**src/rtl/atm_pkg.sv**
```systemverilog
// rtl/atm_pkg.sv - shared state encoding, transaction codes and default parameters for the ATM block
package atm_pkg;

  localparam int PIN_DIGITS_DEF   = 4;
  localparam int MAX_TRIES_DEF    = 3;
  localparam int NUM_ACCOUNTS_DEF = 4;
  localparam int BAL_W_DEF        = 64;
  localparam int AMT_W_DEF        = 32;
  localparam int TIMEOUT_CYC_DEF  = 1000;
  localparam int WD_LIMIT_DEF     = 50000;
  localparam int INIT_BAL_DEF     = 100000;

  typedef enum logic [3:0] {
    ST_IDLE      = 4'd0,
    ST_PIN_ENTRY = 4'd1,
    ST_PIN_CHECK = 4'd2,
    ST_MENU      = 4'd3,
    ST_DEPOSIT   = 4'd4,
    ST_WITHDRAW  = 4'd5,
    ST_INQUIRY   = 4'd6,
    ST_DONE      = 4'd7,
    ST_BLOCKED   = 4'd8
  } state_t;

  typedef enum logic [1:0] {
    TR_DEPOSIT  = 2'b00,
    TR_WITHDRAW = 2'b01,
    TR_INQUIRY  = 2'b10,
    TR_END      = 2'b11
  } trans_t;

endpackage

```
**src/rtl/atm_pin_entry.sv**
```systemverilog
// rtl/atm_pin_entry.sv - PIN digit collector and comparator
// Purpose: shifts BCD digits in MSB-first, counts them, and flags a match
//          against the reference PIN.
// Ports:
//   clock, reset      rising-edge clock, synchronous active-low reset
//   i_clear           discard collected digits and count
//   i_enable          accept digit strobes (PIN_ENTRY only)
//   i_digit_stb/i_digit  digit strobe and value
//   i_pin_ref         reference PIN, first digit in the MSBs
//   o_full            PIN_DIGITS digits collected
//   o_match           collected digits equal i_pin_ref
module atm_pin_entry
  import atm_pkg::*;
#(
  parameter int PIN_DIGITS = PIN_DIGITS_DEF
) (
  input  logic                    clock,
  input  logic                    reset,
  input  logic                    i_clear,
  input  logic                    i_enable,
  input  logic                    i_digit_stb,
  input  logic [3:0]              i_digit,
  input  logic [4*PIN_DIGITS-1:0] i_pin_ref,
  output logic                    o_full,
  output logic                    o_match
);

  localparam int CNT_W = $clog2(PIN_DIGITS + 1);

  logic [4*PIN_DIGITS-1:0] r_shift;
  logic [CNT_W-1:0]        r_cnt;

  always_ff @(posedge clock) begin
    if (!reset || i_clear) begin
      r_shift <= '0;
      r_cnt   <= '0;
    end else if (i_enable && i_digit_stb && !o_full) begin
      r_shift <= {r_shift[4*PIN_DIGITS-5:0], i_digit};
      r_cnt   <= r_cnt + CNT_W'(1);
    end
  end

  assign o_full  = (r_cnt == CNT_W'(PIN_DIGITS));
  assign o_match = (r_shift == i_pin_ref);

endmodule

```
**src/rtl/atm_multi_account.sv**
```systemverilog
// rtl/atm_multi_account.sv - multi-account ATM session controller
// Purpose: card/PIN session FSM with per-account balances and blocked flags,
//          deposit/withdraw/inquiry handling, session withdrawal limit and
//          idle timeout. All outputs are registered.
// Ports:
//   clock, reset                 rising-edge clock, synchronous active-low reset
//   card_present, account_id     card level and account sampled on insertion
//   pin_ref, digit_stb, digit    reference PIN and digit input
//   trans_stb, trans_type        transaction select (atm_pkg::trans_t)
//   amount_stb, amount           amount input
//   balance_updated, give_money, insufficient_funds, limit_exceeded,
//   timeout, balance_valid       one-cycle pulses
//   incorrect_pin, warning, block  PIN status levels
//   balance_out                  last inquiry result
module atm_multi_account
  import atm_pkg::*;
#(
  parameter int PIN_DIGITS   = PIN_DIGITS_DEF,
  parameter int MAX_TRIES    = MAX_TRIES_DEF,
  parameter int NUM_ACCOUNTS = NUM_ACCOUNTS_DEF,
  parameter int BAL_W        = BAL_W_DEF,
  parameter int AMT_W        = AMT_W_DEF,
  parameter int TIMEOUT_CYC  = TIMEOUT_CYC_DEF,
  parameter int WD_LIMIT     = WD_LIMIT_DEF,
  parameter int INIT_BAL     = INIT_BAL_DEF,
  localparam int ID_W        = (NUM_ACCOUNTS > 1) ? $clog2(NUM_ACCOUNTS) : 1
) (
  input  logic                    clock,
  input  logic                    reset,
  input  logic                    card_present,
  input  logic [ID_W-1:0]         account_id,
  input  logic [4*PIN_DIGITS-1:0] pin_ref,
  input  logic                    digit_stb,
  input  logic [3:0]              digit,
  input  logic                    trans_stb,
  input  logic [1:0]              trans_type,
  input  logic                    amount_stb,
  input  logic [AMT_W-1:0]        amount,
  output logic                    balance_updated,
  output logic                    give_money,
  output logic                    incorrect_pin,
  output logic                    warning,
  output logic                    block,
  output logic                    insufficient_funds,
  output logic                    limit_exceeded,
  output logic                    timeout,
  output logic [BAL_W-1:0]        balance_out,
  output logic                    balance_valid
);

  localparam int TRIES_W = $clog2(MAX_TRIES + 1);
  localparam int TMO_W   = $clog2(TIMEOUT_CYC + 1);
  localparam int SUM_W   = BAL_W + 1;

  state_t r_state, w_state_nx;

  logic [BAL_W-1:0]        r_bal [NUM_ACCOUNTS];
  logic [NUM_ACCOUNTS-1:0] r_blocked;
  logic [ID_W-1:0]         r_acct, w_acct_nx;
  logic [TRIES_W-1:0]      r_tries, w_tries_nx;
  logic [BAL_W-1:0]        r_sess, w_sess_nx;
  logic [TMO_W-1:0]        r_tmo;

  logic r_incorrect, r_warning, r_block;
  logic r_bu, r_gm, r_if, r_le, r_to, r_bv;
  logic [BAL_W-1:0] r_bal_out;

  logic w_incorrect_nx, w_warning_nx, w_block_nx;
  logic w_bu_nx, w_gm_nx, w_if_nx, w_le_nx, w_to_nx, w_bv_nx;
  logic [BAL_W-1:0] w_bal_out_nx;
  logic             w_bal_we, w_set_blk;
  logic [BAL_W-1:0] w_bal_wdata;

  logic w_pin_full, w_pin_match;

  atm_pin_entry #(.PIN_DIGITS(PIN_DIGITS)) u_pin (
    .clock       (clock),
    .reset       (reset),
    .i_clear     ((r_state == ST_IDLE) || (r_state == ST_PIN_CHECK)),
    .i_enable    (r_state == ST_PIN_ENTRY),
    .i_digit_stb (digit_stb),
    .i_digit     (digit),
    .i_pin_ref   (pin_ref),
    .o_full      (w_pin_full),
    .o_match     (w_pin_match)
  );

  // Arithmetic is done one bit wider than the balance so deposit overflow
  // and the session-limit compare cannot wrap.
  logic [BAL_W-1:0] w_sel_bal;
  logic [SUM_W-1:0] w_amt_ext, w_dep_sum, w_wd_total;
  logic             w_short, w_over_limit;

  assign w_sel_bal    = r_bal[r_acct];
  assign w_amt_ext    = SUM_W'(amount);
  assign w_dep_sum    = {1'b0, w_sel_bal} + w_amt_ext;
  assign w_wd_total   = {1'b0, r_sess} + w_amt_ext;
  assign w_short      = w_amt_ext > {1'b0, w_sel_bal};
  assign w_over_limit = w_wd_total > SUM_W'(WD_LIMIT);

  logic w_waiting, w_any_stb, w_tmo_hit;
  assign w_waiting = (r_state == ST_PIN_ENTRY) || (r_state == ST_MENU) ||
                     (r_state == ST_DEPOSIT)   || (r_state == ST_WITHDRAW);
  assign w_any_stb = digit_stb || trans_stb || amount_stb;
  assign w_tmo_hit = w_waiting && !w_any_stb && (r_tmo == TMO_W'(TIMEOUT_CYC - 1));

  always_ff @(posedge clock) begin
    if (!reset) r_state <= ST_IDLE;
    else        r_state <= w_state_nx;
  end

  always_comb begin
    w_state_nx     = r_state;
    w_incorrect_nx = r_incorrect;
    w_warning_nx   = r_warning;
    w_block_nx     = r_block;
    w_bu_nx        = 1'b0;
    w_gm_nx        = 1'b0;
    w_if_nx        = 1'b0;
    w_le_nx        = 1'b0;
    w_to_nx        = 1'b0;
    w_bv_nx        = 1'b0;
    w_bal_out_nx   = r_bal_out;
    w_bal_we       = 1'b0;
    w_bal_wdata    = w_sel_bal;
    w_set_blk      = 1'b0;
    w_acct_nx      = r_acct;
    w_tries_nx     = r_tries;
    w_sess_nx      = r_sess;

    if (!card_present) begin
      // Card removal aborts whatever is in progress, including a strobe
      // arriving in the same cycle.
      w_state_nx     = ST_IDLE;
      w_incorrect_nx = 1'b0;
      w_warning_nx   = 1'b0;
      w_block_nx     = 1'b0;
    end else begin
      unique case (r_state)
        ST_IDLE: begin
          w_acct_nx  = account_id;
          w_tries_nx = '0;
          w_sess_nx  = '0;
          if (r_blocked[account_id]) begin
            w_state_nx = ST_BLOCKED;
            w_block_nx = 1'b1;
          end else begin
            w_state_nx = ST_PIN_ENTRY;
          end
        end
        ST_PIN_ENTRY: if (w_pin_full) w_state_nx = ST_PIN_CHECK;
        ST_PIN_CHECK: begin
          if (w_pin_match) begin
            w_state_nx     = ST_MENU;
            w_incorrect_nx = 1'b0;
            w_warning_nx   = 1'b0;
          end else begin
            w_tries_nx     = r_tries + TRIES_W'(1);
            w_incorrect_nx = 1'b1;
            if (w_tries_nx == TRIES_W'(MAX_TRIES - 1)) w_warning_nx = 1'b1;
            if (w_tries_nx == TRIES_W'(MAX_TRIES)) begin
              w_set_blk  = 1'b1;
              w_block_nx = 1'b1;
              w_state_nx = ST_BLOCKED;
            end else begin
              w_state_nx = ST_PIN_ENTRY;
            end
          end
        end
        ST_MENU: begin
          if (trans_stb) begin
            case (trans_type)
              TR_DEPOSIT:  w_state_nx = ST_DEPOSIT;
              TR_WITHDRAW: w_state_nx = ST_WITHDRAW;
              TR_INQUIRY:  w_state_nx = ST_INQUIRY;
              default:     w_state_nx = ST_DONE;
            endcase
          end
        end
        ST_DEPOSIT: begin
          if (amount_stb) begin
            if (w_dep_sum[BAL_W]) begin
              w_le_nx = 1'b1;
            end else begin
              w_bal_we    = 1'b1;
              w_bal_wdata = w_dep_sum[BAL_W-1:0];
              w_bu_nx     = 1'b1;
            end
            w_state_nx = ST_MENU;
          end
        end
        ST_WITHDRAW: begin
          if (amount_stb) begin
            if (w_short) begin
              w_if_nx = 1'b1;
            end else if (w_over_limit) begin
              w_le_nx = 1'b1;
            end else begin
              w_bal_we    = 1'b1;
              w_bal_wdata = w_sel_bal - w_amt_ext[BAL_W-1:0];
              w_sess_nx   = w_wd_total[BAL_W-1:0];
              w_gm_nx     = 1'b1;
              w_bu_nx     = 1'b1;
            end
            w_state_nx = ST_MENU;
          end
        end
        ST_INQUIRY: begin
          w_bal_out_nx = w_sel_bal;
          w_bv_nx      = 1'b1;
          w_state_nx   = ST_MENU;
        end
        ST_DONE: begin
          w_incorrect_nx = 1'b0;
          w_warning_nx   = 1'b0;
        end
        ST_BLOCKED: w_block_nx = 1'b1;
        default:    w_state_nx = ST_IDLE;
      endcase

      // A pending state change (PIN complete) wins over an expiring timer.
      if (w_tmo_hit && (w_state_nx == r_state)) begin
        w_to_nx    = 1'b1;
        w_state_nx = ST_DONE;
      end
    end
  end

  always_ff @(posedge clock) begin
    if (!reset) begin
      for (int i = 0; i < NUM_ACCOUNTS; i++) r_bal[i] <= BAL_W'(INIT_BAL);
      r_blocked   <= '0;
      r_acct      <= '0;
      r_tries     <= '0;
      r_sess      <= '0;
      r_tmo       <= '0;
      r_incorrect <= 1'b0;
      r_warning   <= 1'b0;
      r_block     <= 1'b0;
      r_bu        <= 1'b0;
      r_gm        <= 1'b0;
      r_if        <= 1'b0;
      r_le        <= 1'b0;
      r_to        <= 1'b0;
      r_bv        <= 1'b0;
      r_bal_out   <= '0;
    end else begin
      if (w_bal_we)  r_bal[r_acct]     <= w_bal_wdata;
      if (w_set_blk) r_blocked[r_acct] <= 1'b1;
      r_acct      <= w_acct_nx;
      r_tries     <= w_tries_nx;
      r_sess      <= w_sess_nx;
      r_tmo       <= (!w_waiting || w_any_stb || (w_state_nx != r_state)) ? '0 : r_tmo + TMO_W'(1);
      r_incorrect <= w_incorrect_nx;
      r_warning   <= w_warning_nx;
      r_block     <= w_block_nx;
      r_bu        <= w_bu_nx;
      r_gm        <= w_gm_nx;
      r_if        <= w_if_nx;
      r_le        <= w_le_nx;
      r_to        <= w_to_nx;
      r_bv        <= w_bv_nx;
      r_bal_out   <= w_bal_out_nx;
    end
  end

  assign balance_updated    = r_bu;
  assign give_money         = r_gm;
  assign incorrect_pin      = r_incorrect;
  assign warning            = r_warning;
  assign block              = r_block;
  assign insufficient_funds = r_if;
  assign limit_exceeded     = r_le;
  assign timeout            = r_to;
  assign balance_out        = r_bal_out;
  assign balance_valid      = r_bv;

endmodule
```
**config.mk**
```make
export PLATFORM = sky130hd
export DESIGN_NAME = atm_multi_account
export DESIGN_NICKNAME = d
export VERILOG_FILES = /design/src/rtl/atm_pkg.sv /design/src/rtl/atm_pin_entry.sv /design/src/rtl/atm_multi_account.sv
export SDC_FILE = /design/constraint.sdc
export NUM_CORES = 1
export LEC_CHECK = 0
export CAP_MARGIN = 10
export CELL_PAD_IN_SITES_DETAIL_PLACEMENT = 1
export CELL_PAD_IN_SITES_GLOBAL_PLACEMENT = 1
export CORE_MARGIN = 1
export CORE_UTILIZATION = 30
export CTS_BUF_LIST = sky130_fd_sc_hd__clkbuf_8 sky130_fd_sc_hd__clkbuf_16
export DETAILED_ROUTE_END_ITERATION = 6
export GPL_TIMING_DRIVEN = 0
export HOLD_SLACK_MARGIN = 0.08
export PLACE_DENSITY = 0.65
export SLEW_MARGIN = 20
export SYNTH_ARGS = -nofsm -noshare
export SYNTH_HDL_FRONTEND = slang
export SYNTH_SLANG_ARGS = --single-unit
```
**constraint.sdc**
```tcl
create_clock -name clock -period 10.34 [get_ports clock]
set_clock_uncertainty 0.15 [all_clocks]
set_input_delay 1.551 -clock clock [delete_from_list [all_inputs] [get_ports clock]]
set_output_delay 1.551 -clock clock [all_outputs]
set_load 0.1 [all_outputs]
```
# ---- Word-level counts from Yosys, hierarchy flattened
# Memory sizes are Yosys's and may differ from the RTL's. A register that Yosys moved wholly into a read port is not among the register bits.
# Index checks and enable logic that the tools add are counted.
dict set report op_classes {
  n_addsub 6
  magnitude_cmp 5
  eq_ne 24
  mux 66
  bitwise 2
  reduce_logical 38
}
# operator n
set ops {}
lappend ops {{$mux 64} 10}
lappend ops {{$pmux 64 s2} 2}
lappend ops {{$add 64x32->65} 2}
lappend ops {{$gt 65x16->1 const B} 1}
lappend ops {{$gt 32x64->1} 1}
lappend ops {{$reduce_or 64->1} 1}
lappend ops {{$sub 64x32->64} 1}
lappend ops {{$mux 4} 9}
lappend ops {{$mux 1} 31}
lappend ops {{$pmux 4 s7} 1}
lappend ops {{$eq 16x16->1} 1}
lappend ops {{$eq 4x3->1 const B} 4}
lappend ops {{$add 10x1->10 const B} 1}
lappend ops {{$eq 10x10->1 const B} 1}
lappend ops {{$logic_or 1x1->1} 9}
lappend ops {{$eq 4x2->1 const B} 2}
lappend ops {{$mux 2} 4}
lappend ops {{$ne 2x2->1 const B} 4}
lappend ops {{$pmux 1 s2} 4}
lappend ops {{$reduce_and 2->1} 4}
lappend ops {{$reduce_and 4->1} 2}
lappend ops {{$eq 2x2->1 const B} 3}
lappend ops {{$logic_and 1x1->1} 6}
lappend ops {{$lt 2x3->1 const B} 2}
lappend ops {{26 further kinds} 35}
dict set report word_totals {
  register_bits 178
  ramBits 256
  inputBits 62
  wordCells 160
  memories 1
}
# name words width rd rd_clocked_by_memory_dff wr line
set mem_list {}
lappend mem_list {r_bal 4 64 1 1 4 atm_multi_account.sv:57} ;# logic [BAL_W-1:0] r_bal [NUM_ACCOUNTS];

# ---- Longest topological paths before layout
# Gate-level depths: netlist (run 1).
dict set report logic_depth {
  word_depth 13
  ltp_mapped 25
}

# ---- By module
# From an unflattened synthesis (run 1), not the netlist that was laid out.
dict set report hier_totals {
  hier_cells 3125
  area_unflattened_um2 28071.9
}
# module instances cells_each area_per_inst_um2 seq_area_each_um2
set by_module_without_submodules {}
lappend by_module_without_submodules {atm_multi_account 1 3010 27099.7 10910.5}
lappend by_module_without_submodules {atm_pin_entry 1 115 972.2 380.4}

# ---- Worst setup path before layout (run 1)
# Ideal clock, no wire load.
dict set report synth_path {
  path_kind {reg2reg}
  from {reg with a tool-made name}
  to {mem r_bal[1][0] in the netlist's numbering (enable)}
  setup_time_ns 0.688
  t_arrival_ns 8.238
  required_time_ns 9.502
  setup_slack_ns 1.264
  path_stages_with_launch 26
  n_path_buf 8
  cell_sequence {dfxtp_1 buf_2 buf_2 buf_2 buf_2 buf_1 buf_1 mux4_2 inv_1 ha_1 inv_1 fa_1 a211oi_1 o21bai_1 o41ai_1 a21oi_1 o31ai_1 a211oi_1 or4_1 nand3b_1 nor4_2 a32oi_1 or2_1 clkbuf_1 clkbuf_1 nand2_1}
}
# element line
set synth_rtl {}
lappend synth_rtl {{end: declaration} atm_multi_account.sv:57}

==> flow_summary.json, run 1 <==
{
  "synth_top_family_by_area": "simple AND/OR/NAND/NOR gates",
  "fp.dieH_um": 302,
  "cts_setup_buffers": 0,
  "relSlewSlack": 0.246,
  "crit_slowest_cell": "dfxtp_1",
  "syn-cell-area_um2": 27000,
  "setup_viol": 0,
  "pre_cts_slack_ps": -2250,
  "num_rows": 109,
  "fp.dieArea_um2": 91200,
  "via_count": 24708,
  "cpPeakStageDelay_ps": 850,
  "synth_edf_count": 256,
  "yosys.area.top_type": "edfxtp_1",
  "synth_compound_area_frac": 0.178,
  "die_w_um": 302,
  "post-route-min-period_ps": 9960,
  "crit_required_ps": 10530,
  "grt_max_degree": 45,
  "drtIter0Drc": 2014,
  "crit_type": "register to register",
  "grt_pass1_vias": 25035,
  "grt-ovfl-total": 0,
  "endpoint_kind": "register",
  "wl_per_cell_um": 25.1,
  "timing.setup.tns_ps": 0,
  "syn-num-nets": 3122,
  "insertion_delay_ps": 620,
  "holdWs_ps": 304,
  "area_delta_synth_final_pct": 17.4,
  "synth_top_area_share": 0.285,
  "cts_tree": "built",
  "cts_made_buffers": 52,
  "synth-seq-area-share": 0.418,
  "async_reset_ff_frac": 0,
  "synth_most_common_cell": "a21oi_1",
  "worstMarginPinSlew_ps": 1120,
  "clock-sinks": 436,
  "startpoint_type": "register",
  "grt_antenna_before_repair": 1,
  "vdd_ir_drop_max_mv": 0.122,
  "fin_crit_sh": 0.963,
  "syn_area_per_cell_um2": 9.13,
  "hold_buffers": 0,
  "core_area_um2": 88800,
  "place_congestion": 0.974,
  "synth_xor_area_frac": 0.0373,
  "violations": "DRC",
  "leakagePower_uw": 0.0115,
  "drc": 24,
  "cts-root-buf": "clkbuf_16",
  "grt_pass1_wl_um": 163000,
  "nNetsFinal": 3311,
  "synth_mux_area_frac": 0.0674,
  "cts_htree_levels": 2,
  "final_core_util": 0.357,
  "path_cells": "clkdlybuf4s15_2 -> buf_2 -> clkbuf_1 -> clkbuf_2 -> mux4_2 -> inv_1 -> ha_1 -> inv_1 -> fa_1 -> a211oi_1 -> o21bai_1 -> o41ai_2 -> a21oi_1 -> o31ai_2 -> a211oi_2 -> or4_1 -> nand3b_1 -> nor4_2 -> a32oi_2 -> or2_1 -> clkbuf_1 -> clkbuf_2 -> nand2_8 -> buf_12",
  "synthCells": 2956,
  "fin_ws_ps": 379,
  "seqCellArea_um2": 11300,
  "p_total_uw": 4340,
  "rsz0062_at_grt": "false",
  "hold_viol": 0,
  "port_buffers": 133,
  "io_pins": 135,
  "pwr_density_cell_nw_per_um2": 137,
  "critPathTopFamily": "buffers and inverters",
  "yosys_most_used_dff": "edfxtp_1",
  "maxCapViolCount": 0,
  "hp-class": "register to register",
  "cts_buffer_depth": 3,
  "maxSlewViolCount": 0,
  "initial_core_util": 0.304,
  "fmax_mhz": 100,
  "synth_fa_ha_area_frac": 0.0490,
  "ys_warn_count": 0,
  "grt_usage": 0.236,
  "status": "complete, but fails checks",
  "synthTopCellsByArea": "edfxtp_1 (28%), dfxtp_1 (13%), a21oi_1 (6.3%), mux4_2 (5.4%), ha_1 (4.7%)",
  "first_pass_iters": 7,
  "via_per_inst": 5.67,
  "cp_max_fo": 41,
  "ant_nets": 0,
  "multi_input_area_um2": 14700,
  "drive_above_1_share": 0.0781,
  "fillers": 10286,
  "path_clk_slew_ps": 60,
  "path_buf_inv": 9,
  "cp.arrival_ps": 10150,
  "ys_ff_latch": 436,
  "synth.distinct_cells": 96,
  "place_hpwl_um": 82300,
  "synth_simple_gate_area_frac": 0.209,
  "drt-total-wl_um": 109000,
  "netlist_top_cells_count": "a21oi_1 (338), nor2_1 (321), nand2_1 (317)"
}
logic make-up after synthesis:
family                     count (synthesis)
and+or+nand+nor                         1151
xor gates and xnor gates                 115
adders and majority gates                104
buffers and inverters                    284
DFF                                      436
muxes                                    100
AOI/OAI and AO/OA                        766
cell usage in the layout, fill, tap and decap left out, types with 58 or more instances in the layout:
cell type and n:
clkdlybuf4s50_1 133, and3_1 71, mux4_2 65, nor3_1 81, inv_1 114, nand2_1 313
clkbuf_1 139, nor2_1 321, nand3_1 58, edfxtp_1 256, o21ai_0 100, ha_1 101
a21oi_1 338, dfxtp_1 180, xor2_1 59
through the flow:
stage | std cells | instance area (um2)
2_1_floorplan | 2956 | 27000
5_1_grt | 4353 | 31700
6_report | 4355 | 31700
3_3_place_gp | 4254 | 29800
4_1_cts | 4353 | 31700
3_5_place_dp | 4258 | 29900
worst reg2reg max path, cell delays in order (launching register included):
cell,delay (ps)
dfxtp_1,850
clkdlybuf4s15_2,620
buf_2,700
clkbuf_1,670
clkbuf_2,480
mux4_2,460
inv_1,90
ha_1,180
inv_1,60
fa_1,430
a211oi_1,230
o21bai_1,160
o41ai_2,460
a21oi_1,300
o31ai_2,450
a211oi_2,240
or4_1,650
nand3b_1,280
nor4_2,80
a32oi_2,460
or2_1,180
clkbuf_1,380
clkbuf_2,420
nand2_8,330
buf_12,370
final timing paths:
check                  startpoint              end  slack [ps]  cells after the start
hold / removal    balance_out[23]  balance_out[23]         300                      2
setup / recovery         register      r_bal[2][1]         380                     24
hold reg to reg   balance_out[23]  balance_out[23]         300                      2
setup reg to reg         register      r_bal[2][1]         380                     24
what timing repair did:
| item | in CTS | in global routing |
|---|---|---|
| gates resized for setup | 18 | 9 |
| pin swaps | 0 | 0 |
| setup endpoints to repair | 578 | 420 |
state kept, by name (all words and copies together) (netlist names), named ones only:
signal,cells
balance_out,64
balance_updated,1
balance_valid,1
block,1
give_money,1
incorrect_pin,1
insufficient_funds,1
limit_exceeded,1
r_acct,2
r_bal,256
r_blocked,4
r_sess,64
r_state,4
r_tmo,10
r_tries,2
timeout,1
u_pin.r_cnt,3
u_pin.r_shift,16
warning,1
report_power, final:
group / internal [uW] / leakage (uW) / switching (uW)
Combinational: 195 / 0.00656 / 408
Sequential: 1860 / 0.00401 / 10.1
Clock: 1070 / 0.000906 / 792
layer usage:
layer | GRT usage | part of all wire
met3 | 0.0286 | 0.054
met2 | 0.390 | 0.47
met5 | 0 | 0.000082
met1 | 0.323 | 0.45
met4 | 0.0724 | 0.032
layout make-up:
cell class,count,share of cell area
inverters,99,0.0117
multi-input cells,2236,0.463
plain buffers,183,0.0243
clock buffers,59,0.0444
repair buffers,137,0.0452
clock inverters,38,0.00936
well taps,1165,0.0460
diodes,2,0.000158
flip-flops and latches,436,0.356
Power figures use the tool's default switching activity.
==> run 2: changes to the inputs <==
- CAP_MARGIN: 10 -> 20
==> results of run 2 <==
The final DEF is identical to that of run 1; final timing and power are the same.
